`config.mk`:
```
export PLATFORM = sky130hd
export DESIGN_NAME = fifo_wr_arbiter
export DESIGN_NICKNAME = d
export VERILOG_FILES = /design/src/rtl/fifo_wr_arbiter.sv
export SDC_FILE = /design/constraint.sdc
export NUM_CORES = 1
export LEC_CHECK = 0
export ABC_AREA = 1
export CAP_MARGIN = 20
export CORE_ASPECT_RATIO = 0.8
export CORE_MARGIN = 1
export CORE_UTILIZATION = 36
export CTS_CLUSTER_DIAMETER = 40
export DETAILED_ROUTE_END_ITERATION = 8
export PLACE_DENSITY = 0.92
export SETUP_SLACK_MARGIN = 0.05
export SLEW_MARGIN = 40
export SYNTH_ARGS = -nofsm -noshare
export SYNTH_HDL_FRONTEND = slang
export SYNTH_SLANG_ARGS = --single-unit
```
`constraint.sdc`:
```
create_clock -name clk -period 2.1 [get_ports clk]
set_input_delay 0.42 -clock clk [delete_from_list [all_inputs] [get_ports clk]]
set_output_delay 0.42 -clock clk [all_outputs]
set_load 0.01 [all_outputs]
```
`src/rtl/fifo_wr_arbiter.sv`:
```
// Round-robin write arbiter that lets NUM_REQ requesters share one fifo write port, with bursts of up to MAX_BURST words per grant.
// Optional stall statistics are enabled by defining FIFO_WR_ARBITER_STATS_EN.
module fifo_wr_arbiter #(
    parameter int NUM_REQ    = 4,
    parameter int DATA_WIDTH = 8,
    parameter int MAX_BURST  = 4
) (
    input  logic                          clk,
    input  logic                          rst,
    input  logic [NUM_REQ-1:0]            req_valid,
    input  logic [NUM_REQ*DATA_WIDTH-1:0] req_data,
    output logic [NUM_REQ-1:0]            req_ready,
    output logic                          fifo_wr,
    output logic [DATA_WIDTH-1:0]         fifo_din,
    input  logic                          fifo_full,
    output logic [$clog2(NUM_REQ)-1:0]    grant_id,
    output logic                          busy,
    output logic [15:0]                   stall_cnt
);

    localparam int ID_W = $clog2(NUM_REQ);

    typedef enum logic {
        IDLE  = 1'b0,
        GRANT = 1'b1
    } state_t;

    state_t          state_reg, state_next;
    logic [ID_W-1:0] grant_reg, grant_next;
    logic [ID_W-1:0] last_grant_reg, last_grant_next;
    logic [3:0]      burst_cnt_reg, burst_cnt_next;

    logic [DATA_WIDTH-1:0] data_arr [NUM_REQ];
    logic                  grant_valid;
    logic                  xfer;
    logic                  pick_found;
    logic [ID_W-1:0]       pick_id;
    logic [ID_W-1:0]       scan_idx;

    genvar gi;
    generate
        for (gi = 0; gi < NUM_REQ; gi++) begin : g_req
            assign data_arr[gi]  = req_data[gi*DATA_WIDTH +: DATA_WIDTH];
            assign req_ready[gi] = (state_reg == GRANT) && (grant_reg == ID_W'(gi)) && !fifo_full;
        end
    endgenerate

    assign grant_valid = req_valid[grant_reg];
    assign xfer        = grant_valid && req_ready[grant_reg];
    assign fifo_wr     = xfer;
    assign fifo_din    = data_arr[grant_reg];
    assign grant_id    = grant_reg;
    assign busy        = (state_reg == GRANT);

    // Search starts one past the previous grantee, so the last winner ranks lowest.
    always_comb begin
        pick_found = 1'b0;
        pick_id    = last_grant_reg;
        scan_idx   = last_grant_reg;
        for (int k = 1; k <= NUM_REQ; k++) begin
            scan_idx = ID_W'((int'(last_grant_reg) + k) % NUM_REQ);
            if (!pick_found && req_valid[scan_idx]) begin
                pick_found = 1'b1;
                pick_id    = scan_idx;
            end
        end
    end

    always_comb begin
        state_next      = state_reg;
        grant_next      = grant_reg;
        last_grant_next = last_grant_reg;
        burst_cnt_next  = burst_cnt_reg;
        case (state_reg)
            IDLE: begin
                if (pick_found) begin
                    grant_next     = pick_id;
                    burst_cnt_next = 4'd0;
                    state_next     = GRANT;
                end
            end
            GRANT: begin
                // A full fifo alone never ends a grant; only a dropped valid or a finished burst does.
                if (!grant_valid) begin
                    state_next      = IDLE;
                    last_grant_next = grant_reg;
                end else if (xfer) begin
                    burst_cnt_next = burst_cnt_reg + 4'd1;
                    if (burst_cnt_reg == 4'(MAX_BURST - 1)) begin
                        state_next      = IDLE;
                        last_grant_next = grant_reg;
                    end
                end
            end
            default: state_next = IDLE;
        endcase
    end

    always_ff @(posedge clk or posedge rst) begin
        if (rst) begin
            state_reg      <= IDLE;
            grant_reg      <= '0;
            last_grant_reg <= ID_W'(NUM_REQ - 1);
            burst_cnt_reg  <= 4'd0;
        end else begin
            state_reg      <= state_next;
            grant_reg      <= grant_next;
            last_grant_reg <= last_grant_next;
            burst_cnt_reg  <= burst_cnt_next;
        end
    end

`ifdef FIFO_WR_ARBITER_STATS_EN
    logic [15:0] stall_cnt_reg;

    always_ff @(posedge clk or posedge rst) begin
        if (rst) begin
            stall_cnt_reg <= 16'd0;
        end else if ((state_reg == GRANT) && grant_valid && fifo_full
                     && (stall_cnt_reg != 16'hFFFF)) begin
            stall_cnt_reg <= stall_cnt_reg + 16'd1;
        end
    end

    assign stall_cnt = stall_cnt_reg;
`else
    assign stall_cnt = 16'd0;
`endif

endmodule

```
# Yosys cells after proc, flatten, opt, wreduce, memory -nomap -nowiden
# Cells that the tools add are included.
# word_totals
n_memories	0
latch_bits	0
in_bits	39
wordCells	81
regBits	9
romBits	0
out_inout_bits	32
mem_bits_rw	0
# classes
div	0
n_reduce_logical	20
n_shift	0
eq_ne	9
bitwise	2
mul	0
add_sub_neg	5
mux	35
magnitude_cmp	6
# ops
cell	n
8-bit binary-select mux with 2-bit select	1
8-bit two-way mux	2
2-bit by 3-bit less-than comparator with 1-bit output, second input constant	5
1-bit two-way mux	14
2-bit two-way mux	7
1-bit binary-select mux with 2-bit select	6
1-bit logical AND	12
4-bit two-way mux	3
4-bit one-hot mux with 2 select lines	1
2-bit inequality test, second input constant	3
3-bit AND reduction	2
2-bit by 1-bit adder with 2-bit output, second input constant	2
2-bit adder, second input constant	2
4-bit by 1-bit adder with 4-bit output, second input constant	1
2-bit == test, second input constant	2
4-bit by 2-bit == test with 1-bit output, second input constant	1
1-bit logical NOT	4
2-bit by 1-bit inequality test with 1-bit output, second input constant	2
3-bit greater-or-equal comparator, second input constant	1
2-bit NOT with 3-bit output	1
2-bit by 1-bit == test with 1-bit output, second input constant	1
2-bit logical NOT	1
1-bit one-hot mux with 2 select lines	1
2-bit AND reduction	1
1-bit NOT	1

# Logic depth before layout (Yosys ltp)
# Gate-level depths: netlist of the first run.
# logic_depth
depth_word	15
ltp_mapped	13
ltp_nobuf	12

# Worst setup path before layout of the first run
# Ideal clock, no wire load.
# synth_timing
kind	flip-flop to output port
start	register grant_reg[0], in the netlist grant_id[0]
end	output req_ready[2]
stages_incl_launch_ff	3
path_buffers	1
arrival_ns	1.151
required_ns	1.680
slack_ns	0.529
path_cell_list	dfrtp_1 clkbuf_1 nor4_1
# synth_between
elab_chain_len	3
# synth_lines
item	line_no	text
start, declared	29	logic [ID_W-1:0] grant_reg, grant_next;
start signal, assigned	107	grant_reg <= grant_next;
2-bit == test	44	assign req_ready[gi] = (state_reg == GRANT) && (grant_reg == ID_W'(gi)) && !fifo_full;
1-bit logical AND (2 in series)	44	
end, declared	12	output logic [NUM_REQ-1:0] req_ready,
# Every way passes these cells.

# Worst setup path in the final report of the first run
# layout_timing
start	input fifo_full
end	output fifo_wr
# layout_between
elab_chain_len	5
elab_cells_between_ends	8
cone_classes	mux (2); reduce/logical (6)
# layout_lines
item	line_no	text
start, declared	15	input logic fifo_full,
1-bit logical NOT *	44	
1-bit logical AND	44	
1-bit binary-select mux with 2-bit select *	49	assign xfer = grant_valid && req_ready[grant_reg];
1-bit two-way mux (implied by the code) *	49	
1-bit logical AND *	49	
end, declared	13	output logic fifo_wr,
# Mark *: on every way between the ends. The rest lies on a longest branch, timed or not. The select of a mux whose other input is x is not followed.

==> results of run 1 <==
[synthesized netlist by cell type]
cell type | number | area share
inv_2 | 8 | 0.028
nand2_2 | 6 | 0.035
buf_4 | 18 | 0.13
ha_1 | 1 | 0.012
inv_1 | 6 | 0.021
nand3_1 | 24 | 0.11
nand2_4 | 3 | 0.032
dfstp_2 | 2 | 0.049
nor3_1 | 2 | 0.0094
o2111ai_2 | 1 | 0.014
a21oi_1 | 1 | 0.0047
clkbuf_1 | 2 | 0.0070
dfrtp_1 | 7 | 0.16
xnor2_1 | 1 | 0.0082
nor2_1 | 5 | 0.018
o21ai_0 | 1 | 0.0047
xor2_1 | 1 | 0.0082
nand2_1 | 55 | 0.19
nor2_4 | 2 | 0.021
a22oi_1 | 8 | 0.056
o21ai_1 | 5 | 0.023
nand3_2 | 1 | 0.0094
inv_4 | 1 | 0.0059
nor2_2 | 1 | 0.0059
conb_1 | 1 | 0.0035
o211ai_1 | 2 | 0.014
nor4_1 | 2 | 0.012
[area by class of cell]
cell class / count / area [sq um]
fill: 234 / 1030
multi-input combinational: 138 / 709
timing repair buffer: 73 / 664
sequential: 9 / 230
inverter: 15 / 61.3
tap: 38 / 47.5
clock buffer: 4 / 45.0
[cell usage in the layout, fill, tap and decap left out, drive strengths merged]
| cell type | count |
|---|---|
| nor4 | 2 |
| o2111ai | 1 |
| nand2 | 64 |
| o211ai | 2 |
| conb | 16 |
| nor3 | 2 |
| clkdlybuf4s15 | 4 |
| clkbuf | 6 |
| xor2 | 1 |
| dlygate4sd2 | 7 |
| xnor2 | 1 |
| ha | 1 |
| o21ai | 6 |
| dfrtp | 7 |
| dfstp | 2 |
| clkdlybuf4s50 | 41 |
| inv | 15 |
| buf | 19 |
| nand3 | 25 |
| a21oi | 1 |
| a22oi | 8 |
| nor2 | 8 |
[routing by layer]
layer / GRT usage / routed length, microns
met2: 0.370 / 1660
met5: 0 / 0
met4: 0.0775 / 57
met3: 0.0432 / 168
met1: 0.231 / 1340
[repair_timing]
item | 4_1_cts | 5_1_grt
gates resized for setup | 16 | 11
pin swaps | 1 | 1
buffers inserted | 3 | 2
endpoints found under the setup margin | 13 | 10
[cells by family after synthesis]
kind of cell / share of synthesized area
buf+inv: 0.189
xor+xnor: 0.0164
compound gates: 0.117
simple gates: 0.448
flops: 0.214
fa+ha+maj: 0.0117
other cells: 0.00352
[worst register-to-register path, stage by stage (launching register included)]
cell and delay, ns:
dfstp_2 0.64, inv_4 0.08, nand2_2 0.07, nand2_1 0.08, nand2_1 0.08, nand2_1 0.07, nor2_2 0.09, nand3_2 0.09
nand2_4 0.14, nand2_4 0.08, nand2_1 0.06, nand2_1 0.06
[where the power goes]
group,internal (mW),switching (mW)
clock network,0.133,0.0736
logic,0.766,0.935
registers,0.266,0.109
total,1.17,1.12
[path summary, 6_finish.rpt]
kind                                   start                 to  cells past startpoint
setup / recovery                   fifo_full            fifo_wr                      5
hold / removal                           rst               busy                      2
setup reg to reg           last_grant_reg[0]   burst_cnt_reg[3]                     11
hold reg to reg            last_grant_reg[1]  last_grant_reg[1]                      2
max in group asynchronous                rst  last_grant_reg[1]                      2
min in group clk           last_grant_reg[1]  last_grant_reg[1]                      2
==> impl_metrics.yaml, run 1 <==
run_status:
  status: "complete, no violations"
place:
  pre_cts_ws_ns: -0.200
  dp_hpwl_microns: 2390
  port_buffers: 54
  gp_congestion: 0.806
  dpl-instance-area_sq_mm: 0.00167
  placed_cells: 268
critical_path:
  start_kind: "input pin"
  path_cells: "clkdlybuf4s50_1, nor2_1, nand2_4, inv_2, clkdlybuf4s15_1"
  max_stage_delay_ns: 0.50
  cp-end-kind: "output port"
  worstPathRequired_ns: 1.68
  critPathArrivalTime_ns: 1.56
  cp_slowest_cell: "clkdlybuf4s50_1"
  crit_buf_inv: 3
  r2r_setup_slack_ns: 0.45
  critical_path_peak_fanout: 5
  worstSetupPathType: "input pin to output port"
  critPathTopFamily: "buffers and inverters"
detailed_routing:
  wirelength_microns: 3220
  post_drt_via_cell_ratio: 4.80
  wl_per_cell_microns: 11.6
  drt_first_iter_violations: 58
  vias: 1329
  ant_nets: 0
  route.detailed.drc: 0
  dr.pass1.iters: 4
cts:
  cts_inserted_buffers: 3
  cts_tree: "done"
  clk_path_buf_depth: 2
  htree_levels: 1
  clock-root-buffer: "clkbuf_8"
  clk_pin_slew_ns: 0.05
  cts_hold_buf: 0
  clock_sinks: 9
  insertion_delay_ns: 0.24
global_routing:
  grt_pass1_vias: 1201
  grt_max_degree: 11
  antenna_found_initial: 0
  grt_util_all_layers: 0.202
  gr-total-overflow: 0
  grt_first_pass_wirelength_microns: 5000
die:
  die_area_sq_mm: 0.00318
  row_count: 17
  die_h_microns: 50.7
  core_sq_mm: 0.00279
  io_pins: 71
  initial_core_util: 0.383
  die_w_microns: 62.8
finish:
  fin_util: 0.631
  antenna_cells: 0
  syn_to_final_growth_pct: 64.9
  final_design_area_no_fill_sq_mm: 0.00176
  drive_above_1_share: 0.218
  fin_cells: 277
  nNetsFinal: 280
  largest_reg_flops: 4
timing:
  finalMaxSlewViolations: 0
  max_freq_ghz: 0.505
  fin_setup_tns_ns: 0
  whs_ns: 0.449
  fin_crit_sh: 0.944
  rsz0062_at_grt: "true"
  skew_ns: 0.00287
  report.final.hold_viol_count: 0
  period_needed_ns: 1.98
  setup_viol: 0
  fin_ws_ns: 0.118
synthesis:
  syn_area_per_cell_sq_um: 6.38
  synth-seq-cells: 9
  yosysSeqAreaShare: 0.214
  yosysUniqueCellTypes: 27
  syn-cell-area_sq_mm: 0.00107
  yosys_warnings: 0
  syn_inst: 167
run:
  maxCapViolCount: 0
power_and_ir_drop:
  total_power_mw: 2.28
  power_per_cell_area_mw_per_mm2: 1300
  irDropWorstVdd_mv: 0.683
  p_leak_nw: 0.877
worst_hold_path:
  hold_path.class: "input pin to async pin"
Power figures use the tool's default switching activity.
==> run 2, diff against run 1 <==
- PLACE_DENSITY: 0.92 -> 0.89
==> run 2 against run 1 <==
  * First-iteration DRC count is 12% lower
  * Setup slack better by 0.027 ns
  * Clock power is 2% lower
  * Maximum frequency is 1.4% higher
==> impl_metrics.yaml, run 2 (synthesis results as in run 1) <==
run_status:
  status: "complete, no violations"
critical_path:
  crit_start: "fifo_full"
  cp-endpoint: "req_ready[1]"
  r2r_setup_slack_ns: 0.48
  worstPathRequired_ns: 1.68
  start_kind: "input pin"
  cp-end-kind: "output port"
  critical_path_peak_fanout: 5
  r2r-end: "burst_cnt_reg[3]"
  critPathArrivalTime_ns: 1.53
  reg2reg_depth: 11
  timing.rr.start: "last_grant_reg[0]"
  worstSetupPathType: "input pin to output port"
cts:
  clk_path_buf_depth: 2
  cts_hold_buf: 0
  htree_levels: 1
  insertion_delay_ns: 0.23
  clk_pin_slew_ns: 0.05
  cts_tree: "done"
  cts_inserted_buffers: 3
  clock-root-buffer: "clkbuf_8"
  clock_sinks: 9
die:
  die_w_microns: 62.8
  die_area_sq_mm: 0.00318
  row_count: 17
  io_pins: 71
  initial_core_util: 0.383
  core_sq_mm: 0.00279
  die_h_microns: 50.7
finish:
  largest_reg_flops: 4
  fin_cells: 277
  drive_above_1_share: 0.222
  antenna_cells: 0
  most-common-layout-cells: "nand2_1 (55), clkdlybuf4s50_1 (41), nand3_1 (24)"
  final_common_cell: "nand2_1"
  syn_to_final_growth_pct: 67.0
  nNetsFinal: 280
  fin_util: 0.639
timing:
  setup_viol: 0
  fin_setup_tns_ns: 0
  fin_crit_sh: 0.931
  period_needed_ns: 1.95
  max_freq_ghz: 0.512
  finalMaxSlewViolations: 0
  skew_ns: 0.00432
  report.final.hold_viol_count: 0
  rsz0062_at_grt: "false"
global_routing:
  grt_first_pass_wirelength_microns: 4860
  grt_util_all_layers: 0.194
  grt_max_degree: 11
  gr-total-overflow: 0
  grt_pass1_vias: 1153
  antenna_found_initial: 0
power_and_ir_drop:
  power_per_cell_area_mw_per_mm2: 1270
  total_power_mw: 2.27
  irDropWorstVdd_mv: 0.685
  p_leak_nw: 0.891
place:
  gp_congestion: 0.884
  placed_cells: 269
  dp_hpwl_microns: 2290
  port_buffers: 54
detailed_routing:
  route.detailed.drc: 0
  drt_first_iter_violations: 51
  wl_per_cell_microns: 10.7
  ant_nets: 0
  vias: 1340
  wirelength_microns: 2980
  dr.pass1.iters: 5
  post_drt_via_cell_ratio: 4.84
run:
  maxCapViolCount: 0
worst_hold_path:
  hold_path.class: "input pin to async pin"
## run 2: how the worst min path moves through the flow
stage,start,to,slack (ns),cells after the start
after detailed placement,last_grant_reg[1],last_grant_reg[1],0.52,2
after CTS,rst,busy,0.45,2
after floorplan,rst,burst_cnt_reg[0],0.25,1
after global placement,last_grant_reg[1],last_grant_reg[1],0.52,2
after global routing,rst,busy,0.49,2
final,rst,busy,0.45,2
## run 2: repair_timing
action                     CTS  global route
pin swaps                    1             1
setup endpoints to repair   13             2
setup buffers                3             1
gates resized for setup     19             4
## run 2: worst max-delay path: stages
cell,delay [ns]
clkdlybuf4s50_1,0.52
nor4_2,0.30
dlygate4sd2_1,0.30
## run 2: layer usage
metal,vias up,routed length [microns],track usage
met5,-,0,0
li1,658,-,-
met1,630,1300,0.237
met4,0,14,0.0581
met3,2,141,0.0432
met2,50,1520,0.341
## run 2: power by group
group | leakage (nW) | switching (mW) | total [mW] | internal (mW)
registers | 0.108 | 0.114 | 0.380 | 0.266
clock network | 0.0228 | 0.0690 | 0.201 | 0.132
logic | 0.760 | 0.919 | 1.69 | 0.766
## run 2: metrics by stage
stage | setup WS (ns) | hold WS, ns | area [sq um]
after CTS | 0.0951 | 0.453 | 1760
after detailed placement | -0.226 | 0.524 | 1680
after floorplan | 0.529 | 0.246 | 1120
after global placement | -0.213 | 0.519 | 1680
final | 0.145 | 0.445 | 1780
after global routing | 0.0658 | 0.492 | 1780
## run 2: layout make-up
| type | count | area (sq um) |
|---|---|---|
| clock buffer | 4 | 45.0 |
| tap | 38 | 47.5 |
| sequential | 9 | 230 |
| fill | 239 | 1010 |
| timing repair buffer | 73 | 676 |
| inverter | 15 | 63.8 |
| multi-input combinational | 138 | 718 |
